## src/rtl/cla_pkg.sv

```systemverilog
`default_nettype none
// ============================================================================
//  Module      : cla_pkg
//  Description : Shared definitions for the pipelined carry-lookahead adder.
//                GROUP_W   - width of one lookahead group (one pipeline stage)
//                cla_grp_t - operand/sum slices plus group propagate/generate
//                ovf_calc  - signed overflow from the MSB of a group
//  Revision    : 1.0 - initial release
// ============================================================================
package cla_pkg;

    localparam int GROUP_W = 4;

    typedef struct packed {
        logic [GROUP_W-1:0] a;
        logic [GROUP_W-1:0] b;
        logic [GROUP_W-1:0] sum;
        logic               p;
        logic               g;
    } cla_grp_t;

    // The carry into the MSB is recovered from the MSB sum bit
    // (s = a ^ b ^ cin), so only the carry out needs to be passed in.
    function automatic logic ovf_calc(
        input logic a_msb,
        input logic b_msb,
        input logic s_msb,
        input logic cout
    );
        return (a_msb ^ b_msb ^ s_msb) ^ cout;
    endfunction

endpackage
`default_nettype wire

```

## src/rtl/cla4_group.sv

```systemverilog
`default_nettype none
// ============================================================================
//  Module      : cla4_group
//  Description : Combinational 4-bit carry-lookahead adder slice.
//                Ports: a, b (operand slices), cin (carry in),
//                       s (sum slice), cout (carry out),
//                       p / g (group propagate / generate)
//  Revision    : 1.0 - initial release
// ============================================================================
module cla4_group
    import cla_pkg::*;
(
    input  logic [GROUP_W-1:0] a,
    input  logic [GROUP_W-1:0] b,
    input  logic               cin,
    output logic [GROUP_W-1:0] s,
    output logic               cout,
    output logic               p,
    output logic               g
);

    logic [GROUP_W-1:0] w_p;
    logic [GROUP_W-1:0] w_g;
    logic [GROUP_W-1:0] w_c;

    assign w_p = a ^ b;
    assign w_g = a & b;

    // Flat lookahead equations: every internal carry depends only on cin
    // and the bit-level p/g terms, never on a rippled carry.
    assign w_c[0] = cin;
    assign w_c[1] = w_g[0] | (w_p[0] & cin);
    assign w_c[2] = w_g[1] | (w_p[1] & w_g[0]) | (w_p[1] & w_p[0] & cin);
    assign w_c[3] = w_g[2] | (w_p[2] & w_g[1]) | (w_p[2] & w_p[1] & w_g[0])
                  | (w_p[2] & w_p[1] & w_p[0] & cin);

    assign p    = &w_p;
    assign g    = w_g[3] | (w_p[3] & w_g[2]) | (w_p[3] & w_p[2] & w_g[1])
                | (w_p[3] & w_p[2] & w_p[1] & w_g[0]);
    assign cout = g | (p & cin);
    assign s    = w_p ^ w_c;

endmodule
`default_nettype wire

```

## src/rtl/cla_pipe_adder.sv

```systemverilog
`default_nettype none
// ============================================================================
//  Module      : cla_pipe_adder
//  Description : Pipelined WIDTH-bit carry-lookahead adder/subtractor, one
//                4-bit group per stage, valid/ready handshake with a global
//                stall enable.
//                Inputs : clk, reset (async, active-high), in_valid, a_in,
//                         b_in, c_in, sub_in, out_ready
//                Outputs: in_ready, out_valid, s, c_out, ovf
//  Revision    : 1.0 - initial release
// ============================================================================
module cla_pipe_adder
    import cla_pkg::*;
#(
    parameter int WIDTH = 16
) (
    input  logic             clk,
    input  logic             reset,
    input  logic             in_valid,
    output logic             in_ready,
    input  logic [WIDTH-1:0] a_in,
    input  logic [WIDTH-1:0] b_in,
    input  logic             c_in,
    input  logic             sub_in,
    output logic             out_valid,
    input  logic             out_ready,
    output logic [WIDTH-1:0] s,
    output logic             c_out,
    output logic             ovf
);

    localparam int NGROUPS = WIDTH / GROUP_W;

    // Operand and sum registers are stored as triangles: after stage k only
    // the operand bits of groups above k still travel, and only the sum bits
    // of groups 0..k exist. op_off/s_off give each stage's slice offset.
    function automatic int op_off(input int k);
        return k * WIDTH - (GROUP_W * k * (k + 1)) / 2;
    endfunction

    function automatic int s_off(input int k);
        return (GROUP_W * k * (k + 1)) / 2;
    endfunction

    localparam int OP_BITS = (NGROUPS > 1) ? op_off(NGROUPS - 1) : 1;
    localparam int S_BITS  = s_off(NGROUPS);
    localparam int S_LAST  = s_off(NGROUPS - 1);

    if ((WIDTH % GROUP_W) != 0 || WIDTH < GROUP_W) begin : g_width_check
        $error("cla_pipe_adder: WIDTH must be a multiple of 4 and at least 4");
    end

    logic [NGROUPS-1:0] r_v;
    logic [NGROUPS-1:0] r_c;
    logic [OP_BITS-1:0] r_a;
    logic [OP_BITS-1:0] r_b;
    logic [S_BITS-1:0]  r_s;
    logic               r_ovf;

    logic [NGROUPS-1:0] w_v_nxt;
    logic [NGROUPS-1:0] w_c_nxt;
    logic [OP_BITS-1:0] w_a_nxt;
    logic [OP_BITS-1:0] w_b_nxt;
    logic [S_BITS-1:0]  w_s_nxt;
    logic               w_ovf_nxt;
    logic               w_en;

    // The whole pipeline advances together; it only freezes when a result
    // is waiting and downstream refuses it.
    assign w_en     = !r_v[NGROUPS-1] || out_ready;
    assign in_ready = w_en && !reset;

    for (genvar k = 0; k < NGROUPS; k++) begin : g_stage
        localparam int OP_W = WIDTH - GROUP_W * k;

        logic [OP_W-1:0] w_a_op;
        logic [OP_W-1:0] w_b_op;
        logic            w_cin;
        logic            w_cout;
        cla_grp_t        w_grp;

        if (k == 0) begin : g_first
            // Subtraction is A + ~B + 1: invert B once here and force the
            // carry in, so later stages need no knowledge of the mode.
            assign w_a_op     = a_in;
            assign w_b_op     = b_in ^ {WIDTH{sub_in}};
            assign w_cin      = sub_in | c_in;
            assign w_v_nxt[0] = in_valid && in_ready;
            assign w_s_nxt[GROUP_W-1:0] = w_grp.sum;
        end else begin : g_next
            assign w_a_op     = r_a[op_off(k-1) +: OP_W];
            assign w_b_op     = r_b[op_off(k-1) +: OP_W];
            assign w_cin      = r_c[k-1];
            assign w_v_nxt[k] = r_v[k-1];
            assign w_s_nxt[s_off(k) +: GROUP_W*k]         = r_s[s_off(k-1) +: GROUP_W*k];
            assign w_s_nxt[s_off(k) + GROUP_W*k +: GROUP_W] = w_grp.sum;
        end

        if (k < NGROUPS - 1) begin : g_fwd
            assign w_a_nxt[op_off(k) +: OP_W-GROUP_W] = w_a_op[OP_W-1:GROUP_W];
            assign w_b_nxt[op_off(k) +: OP_W-GROUP_W] = w_b_op[OP_W-1:GROUP_W];
        end

        assign w_grp.a = w_a_op[GROUP_W-1:0];
        assign w_grp.b = w_b_op[GROUP_W-1:0];

        cla4_group u_grp (
            .a    (w_grp.a),
            .b    (w_grp.b),
            .cin  (w_cin),
            .s    (w_grp.sum),
            .cout (w_cout),
            .p    (w_grp.p),
            .g    (w_grp.g)
        );

        assign w_c_nxt[k] = w_cout;

        if (k == NGROUPS - 1) begin : g_last
            assign w_ovf_nxt = ovf_calc(w_grp.a[GROUP_W-1], w_grp.b[GROUP_W-1],
                                        w_grp.sum[GROUP_W-1], w_cout);
        end
    end

    if (NGROUPS == 1) begin : g_no_fwd
        assign w_a_nxt = '0;
        assign w_b_nxt = '0;
    end

    always_ff @(posedge clk or posedge reset) begin
        if (reset) begin
            r_v   <= '0;
            r_c   <= '0;
            r_a   <= '0;
            r_b   <= '0;
            r_s   <= '0;
            r_ovf <= 1'b0;
        end else if (w_en) begin
            r_v   <= w_v_nxt;
            r_c   <= w_c_nxt;
            r_a   <= w_a_nxt;
            r_b   <= w_b_nxt;
            r_s   <= w_s_nxt;
            r_ovf <= w_ovf_nxt;
        end
    end

    assign out_valid = r_v[NGROUPS-1];
    assign s         = r_s[S_LAST +: WIDTH];
    assign c_out     = r_c[NGROUPS-1];
    assign ovf       = r_ovf;

endmodule
`default_nettype wire

```

## config.mk

```make
export PLATFORM = sky130hd
export DESIGN_NAME = cla_pipe_adder
export DESIGN_NICKNAME = d
export VERILOG_FILES = /design/src/rtl/cla_pkg.sv /design/src/rtl/cla4_group.sv /design/src/rtl/cla_pipe_adder.sv
export SDC_FILE = /design/constraint.sdc
export NUM_CORES = 1
export LEC_CHECK = 0
export ABC_CLOCK_PERIOD_IN_PS = 4600
export CAP_MARGIN = 5
export CELL_PAD_IN_SITES_DETAIL_PLACEMENT = 0
export CELL_PAD_IN_SITES_GLOBAL_PLACEMENT = 1
export CORE_ASPECT_RATIO = 1.2
export CORE_UTILIZATION = 45
export DETAILED_ROUTE_END_ITERATION = 6
export HOLD_SLACK_MARGIN = 0.15
export PLACE_DENSITY = 0.91
export SLEW_MARGIN = 20
export SYNTH_ARGS = -nofsm -noshare
export SYNTH_HDL_FRONTEND = slang
export SYNTH_SLANG_ARGS = --single-unit
```

## constraint.sdc

```tcl
create_clock -name clk -period 4.6 [get_ports clk]
set_input_delay 0.69 -clock clk [delete_from_list [all_inputs] [get_ports clk]]
set_output_delay 0.69 -clock clk [all_outputs]
set_load 0.02 [all_outputs]
```

==> results of run 1 <==
sequential cells by signal, summed over array words and instances (netlist names):
name,flops
r_v,4
r_s,40
r_a,24
r_c,4
ovf,1
r_b,24
how the worst max path moves through the flow:
stage           start            endpoint  slack [ns]  cells past startpoint
6_report       sub_in  r_s[3]$_DFFE_PP0N_        1.65                      7
5_1_grt        sub_in  r_s[3]$_DFFE_PP0N_        1.52                      7
4_1_cts        sub_in  r_s[3]$_DFFE_PP0N_        1.63                      7
3_5_place_dp   sub_in  r_s[3]$_DFFE_PP0N_        1.26                      7
3_3_place_gp   sub_in  r_s[3]$_DFFE_PP0N_        1.32                      7
2_1_floorplan   reset     ovf$_DFFE_PP0N_        1.36                      1
power breakdown:
group | internal [W] | leakage (nW) | switching [W] | total (W)
clock network | 0.000418 | 0.133 | 0.000295 | 0.000712
registers | 0.00122 | 1.16 | 0.000204 | 0.00143
logic | 0.000556 | 1.20 | 0.000677 | 0.00123
total | 0.00220 | 2.50 | 0.00118 | 0.00337
critical path: cells and delay by family:
family / cells / cell delay [ns]
adder cells (fa/ha/maj): 1 / 0.37
AND/OR/NAND/NOR: 1 / 0.31
buffers and inverters: 1 / 0.90
AO/OA/AOI/OAI: 3 / 0.54
XOR/XNOR: 1 / 0.37
cell type report:
| cell class | instances | area, um2 | share of cell area [%] |
|---|---|---|---|
| flip-flops and latches | 97 | 2430 | 46.6 |
| repair buffers | 60 | 593 | 11.4 |
| multi-input cells | 331 | 1720 | 33.1 |
| well taps | 123 | 154 | 2.96 |
| clock inverters | 3 | 42.5 | 0.817 |
| clock buffers | 12 | 236 | 4.54 |
| inverters | 7 | 28.8 | 0.553 |
layout by cell type (no fill, tap or decap), types with 6 or more instances in the layout:
| cell | count |
|---|---|
| a211oi_1 | 7 |
| clkbuf_16 | 9 |
| inv_1 | 6 |
| ha_1 | 16 |
| nand2_1 | 212 |
| dfrtp_1 | 97 |
| clkdlybuf4s50_1 | 57 |
| xnor2_1 | 16 |
| xor2_1 | 7 |
| o21ai_0 | 33 |
| nor2_1 | 9 |
| a21oi_1 | 9 |
layer usage:
metal | vias up | routed length, um
met5 | - | 0
met4 | 0 | 136
met3 | 15 | 283
met2 | 62 | 3590
met1 | 1403 | 3480
li1 | 1558 | -
kinds of logic after synthesis:
logic type      after synthesis  synth area share (%)
flops                        97                  55.3
xor+xnor                     23                  4.59
compound gates               60                  8.10
buf+inv                      46                  5.62
simple gates                227                  19.8
mux                           1                 0.228
fa+ha+maj                    20                  6.39
metrics by stage:
step | setup slack, ns | hold WS [ns]
CTS | 1.63 | 0.462
finish | 1.65 | 0.459
floorplan | 1.36 | 0.430
global placement | 1.32 | 0.441
global route | 1.52 | 0.479
detailed placement | 1.26 | 0.448
==> qor.txt, run 1 <==
Sequential share of the synthesized area -> 55.3%
Worst-Skew Late Latency -> 0.34 ns
Final setup fails -> 0
Clock Sink Count -> 97
Post-Synthesis Cell Area -> 4390 um2
Max Slew Vio Count -> 0
Hold Path Depth -> 2
Max VDD drop -> 0.252 mV
Leakage dissipation -> 2.50 nW
Worst Hold End -> r_v[2]$_DFFE_PP0N_
Dominant cells by area after synthesis -> dfrtp_1 55%, nand2_1 18%, ha_1 4.6%
Syn avg cell area -> 9.26 um2
FILL cells -> 876
Crit path cell chain -> clkdlybuf4s50_1 -> xor2_1 -> ha_1 -> a21oi_1 -> a21boi_2 -> or3_1 -> a31o_1
Post-Layout Inst Area -> 5210 um2
Top FF cell, synth -> dfrtp_1
Mapped Cells -> 474
Global-route wire length before repair -> 13.1 mm
I/O pins -> 58
Pin count of the biggest net entering global routing -> 110
Die height -> 110 um
Post-synth top area share -> 55.3%
Diode count -> 0
Yosys top cell by area -> dfrtp_1
Register-to-Register Path Depth -> 4
Placed cell areas -> 4930 um2
Seq cells post-synth -> 97
Worst Tran Pin Value -> 0.981 ns
Placed insts -> 618
Core ar. -> 9520 um2
Wirelength, routed -> 7.49 mm
Unrepaired setup endpoints after global routing -> false
Global routing usage on met1 -> 20.8%
# Post-CTS Setup Buffers -> 0
Number of CTS-inserted buffers -> 9
GRT Overall Usage -> 16.7%
Post-CTS Resized -> 0
Clk pin slew, worst setup/hold paths -> 0.06 ns
Post-synth ARST share -> 100%
R2R Path Start -> r_v[3]$_DFFE_PP0N_
Die area -> 10,200 um2
Hold Crit Class -> flip-flop to flip-flop
Clock Path Buffers -> 2
Critical-path top delay cell -> clkdlybuf4s50_1
Rows -> 39
Synthesis-to-finish area growth -> 18.6%
Worst setup SP type -> input pin
Max_cap viols -> 0
Vias in the first global route -> 2,935
GR met2 Demand/Resource -> 27.3%
Fin Setup TNS -> 0 ns
# H-tree levels -> 3
CP Max Fanout -> 18
DR DRC count -> 0
CP required -> 4.83 ns
WL/cell -> 11.8 um
Via density -> 4.80
Yosys cell types -> 28
Fin util -> 54.7%
Initial drt markers -> 179
Post-synth EDFFs -> 0
Die X -> 92.1 um
Finished Layout Cells -> 633
Status -> finished, final reports clean
CP Capture Type -> flip-flop
Reg2reg end -> r_s[10]$_DFFE_PP0N_
TritonRoute pass-1 iters -> 5
Count leader, synth -> nand2_1
Final Hold Fails -> 0
# port buffers -> 57
Worst min-delay path startpoint -> r_v[2]$_DFFE_PP0N_
Crit path largest cell delay -> 0.90 ns
CTS Root Buffer Type -> clkbuf_16
HPWL after DPL -> 5.14 mm
Starting density of the core -> 46.1%
Relative slew margins -> 34.6%
CTS Hold Bufs -> 0
Design Power -> 0.00337 W
Flop-to-flop setup slack -> 2.76 ns
M3 GR Usage -> 3.91%
Total gr overflow -> 0
RePlAce Congestion -> 0.790
Final Skew -> 0.00400 ns
Top Usage Layer GRT -> met2
Post-synth top cells -> 212 x nand2_1, 97 x dfrtp_1, 33 x o21ai_0, 17 x clkbuf_1
Final #Nets -> 564
Layout cell share with drive strength beyond 1 -> 4.12%
Kind of critical path -> input pin to flip-flop
Tmin final -> 2.95 ns
CTS tree -> yes
Detail Route Antenna Nets -> 0
Routed vias -> 3,038
Final worst-path cycle share -> 64.2%
Net Count, Synth -> 532
Fmax achieved -> 0.338 GHz
Initial antenna violation count -> 0
Ys Warns -> 0
CP arrival -> 3.19 ns
P per Cell Area -> 648 nW/um2
Note: power is estimated with default switching activity, not from simulation.
==> run 2: changes to the inputs <==
- ABC_CLOCK_PERIOD_IN_PS: 4600 -> 2550
- CORE_UTILIZATION: 45 -> 38
- PLACE_DENSITY: 0.91 -> 0.83
- clock period: 4.6 -> 2.55 ns (I/O delays scaled with it)
==> run 2 against run 1 <==
- via count is 0.20% lower
- cell area is 3.1% higher
- die area is 18% higher
- critical endpoint unchanged
- largest power group unchanged
- largest cell class unchanged
- sequential share of layout area is 1.4 points lower
- clock skew is 0.0016 ns higher
- register-to-register slack worse by 1.9 ns
- sequential power is 81% higher
==> qor.txt, run 2 (same netlist as run 1, synthesis figures left out) <==
Critical path's top delay family -> compound AO/OA/AOI/OAI gates
Post-CTS Resized -> 0
Starting density of the core -> 39.4%
Status -> finished, final reports clean
Most common cell after layout, fill and taps aside -> nand2_1
Clock Path Buffers -> 2
Clock power share -> 21.4%
Final Hold Fails -> 0
Vias in the first global route -> 3,057
Diode count -> 0
Crit path largest cell delay -> 0.49 ns
Worst setup SP type -> input pin
Core ar. -> 11,100 um2
Worst Tran Pin Value -> 0.606 ns
P_sw -> 0.00218 W
Final Skew -> 0.00560 ns
RePlAce Congestion -> 0.770
Fin util -> 48.2%
P per Cell Area -> 1160 nW/um2
Die area -> 12,000 um2
Largest regs -> r_s: 40 flops, r_a: 24 flops, r_b: 24 flops
Leakage dissipation -> 2.55 nW
Max reg flops -> 40
Biggest register -> r_s
# Post-CTS Setup Buffers -> 0
Worst-Skew Late Latency -> 0.34 ns
# port buffers -> 57
GRT Overall Usage -> 14.9%
Total gr overflow -> 0
Max VDD drop -> 0.443 mV
Initial drt markers -> 161
WL/cell -> 11.9 um
Via density -> 4.53
CP required -> 2.78 ns
Fin Hold WS -> 0.464 ns
Rows -> 42
CP Capture Type -> flip-flop
Switching share of power -> 34.9%
Final setup fails -> 0
Placed insts -> 654
Kind of critical path -> input pin to flip-flop
DR DRC count -> 0
CTS tree -> yes
Unrepaired setup endpoints after global routing -> false
Fin Setup TNS -> 0 ns
# H-tree levels -> 3
Crit path cell chain -> clkdlybuf4s50_1 -> xor2_1 -> ha_1 -> a21oi_1 -> a21boi_2 -> or3_1 -> a31o_1
Die height -> 120 um
HPWL after DPL -> 5.52 mm
Tmin final -> 2.06 ns
Finished Layout Cells -> 670
Hold Crit Class -> flip-flop to flip-flop
Critical-path top delay cell -> clkdlybuf4s50_1
CP arrival -> 2.29 ns
Pin count of the biggest net entering global routing -> 110
TritonRoute pass-1 iters -> 5
CTS Hold Bufs -> 0
Fmax achieved -> 0.485 GHz
Layout cell share with drive strength beyond 1 -> 5.43%
Clk pin slew, worst setup/hold paths -> 0.06 ns
Number of CTS-inserted buffers -> 9
I/O pins -> 58
WP buf/inv -> 1
Detail Route Antenna Nets -> 0
CP Max Fanout -> 4
Final worst-path cycle share -> 80.9%
Global-route wire length before repair -> 14.1 mm
Max Slew Vio Count -> 0
Routed vias -> 3,032
Die X -> 100 um
CTS Root Buffer Type -> clkbuf_16
Comb pwr share -> 37.1%
Clock Sink Count -> 97
Initial antenna violation count -> 0
Max_cap viols -> 0
Wirelength, routed -> 7.98 mm
Relative slew margins -> 59.6%
Internal -> 0.00406 W
Sequential share of power -> 41.5%
Final #Nets -> 569
Most frequent cells in the layout -> 212 x nand2_1, 97 x dfrtp_1, 57 x clkdlybuf4s50_1
Synthesis-to-finish area growth -> 22.3%
run 2: cell count changes in the layout (fill, tap and decap cells not counted):
cell | previous run | this run
inv_6 | 0 | 1
clkbuf_1 | 3 | 2
inv_4 | 1 | 0
clkbuf_8 | 0 | 1
clkinvlp_4 | 1 | 2
buf_12 | 0 | 5
run 2: power groups by stage:
stage	sequential, W	clock (W)	combinational (W)
after floorplan	0.00253	0	0.00177
after global placement	0.00258	0	0.00226
after detailed placement	0.00261	0	0.00235
after CTS	0.00259	0.00137	0.00236
after global routing	0.00268	0.00144	0.00265
final	0.00259	0.00133	0.00232
run 2: routing by layer:
| metal | routed length, um | vias to the layer above | track usage [%] | share of wire [%] |
|---|---|---|---|---|
| li1 | - | 1562 | - | - |
| met1 | 3610 | 1404 | 18.4 | 45 |
| met2 | 3940 | 57 | 25.1 | 49 |
| met3 | 318 | 9 | 3.79 | 4.0 |
| met4 | 110 | 0 | 5.71 | 1.4 |
| met5 | 0 | - | 0 | 0 |
run 2: tightest hold or removal path: cells and delay by family (launching register included):
family | cells | cell delay, ns
DFF | 1 | 0.34
and+or+nand+nor | 2 | 0.09
run 2: cell type report:
type	count	area, um2
clock buffer	12	246
clock inverter	4	51.3
fill	1077	5780
inverter	7	30.0
multi-input combinational	331	1720
sequential	97	2430
tap	154	193
timing repair buffer	65	693
run 2: worst paths after layout:
| kind | slack [ns] | endpoint | depth (start not counted) | from |
|---|---|---|---|---|
| setup / recovery | 0.49 | r_s[3]$_DFFE_PP0N_ | 7 | sub_in |
| hold / removal | 0.46 | r_s[28]$_DFFE_PP0N_ | 2 | r_s[28]$_DFFE_PP0N_ |
| setup reg to reg | 0.90 | r_c[2]$_DFFE_PP0N_ | 5 | r_b[12]$_DFFE_PP0N_ |
| hold reg to reg | 0.46 | r_s[28]$_DFFE_PP0N_ | 2 | r_s[28]$_DFFE_PP0N_ |
| max in group asynchronous | 1.57 | r_s[4]$_DFFE_PP0N_ | 3 | reset |
| min in group asynchronous | 0.54 | r_s[39]$_DFFE_PP0N_ | 3 | reset |
run 2: stage by stage:
stage                     setup slack [ns]  total power (W)  area [um2]
final                                0.487          0.00624        5370
after CTS                            0.479          0.00633        5370
after global placement               0.215          0.00484        5070
after detailed placement             0.131          0.00496        5070
after global routing                 0.413          0.00676        5370
after floorplan                      0.446          0.00430        4390
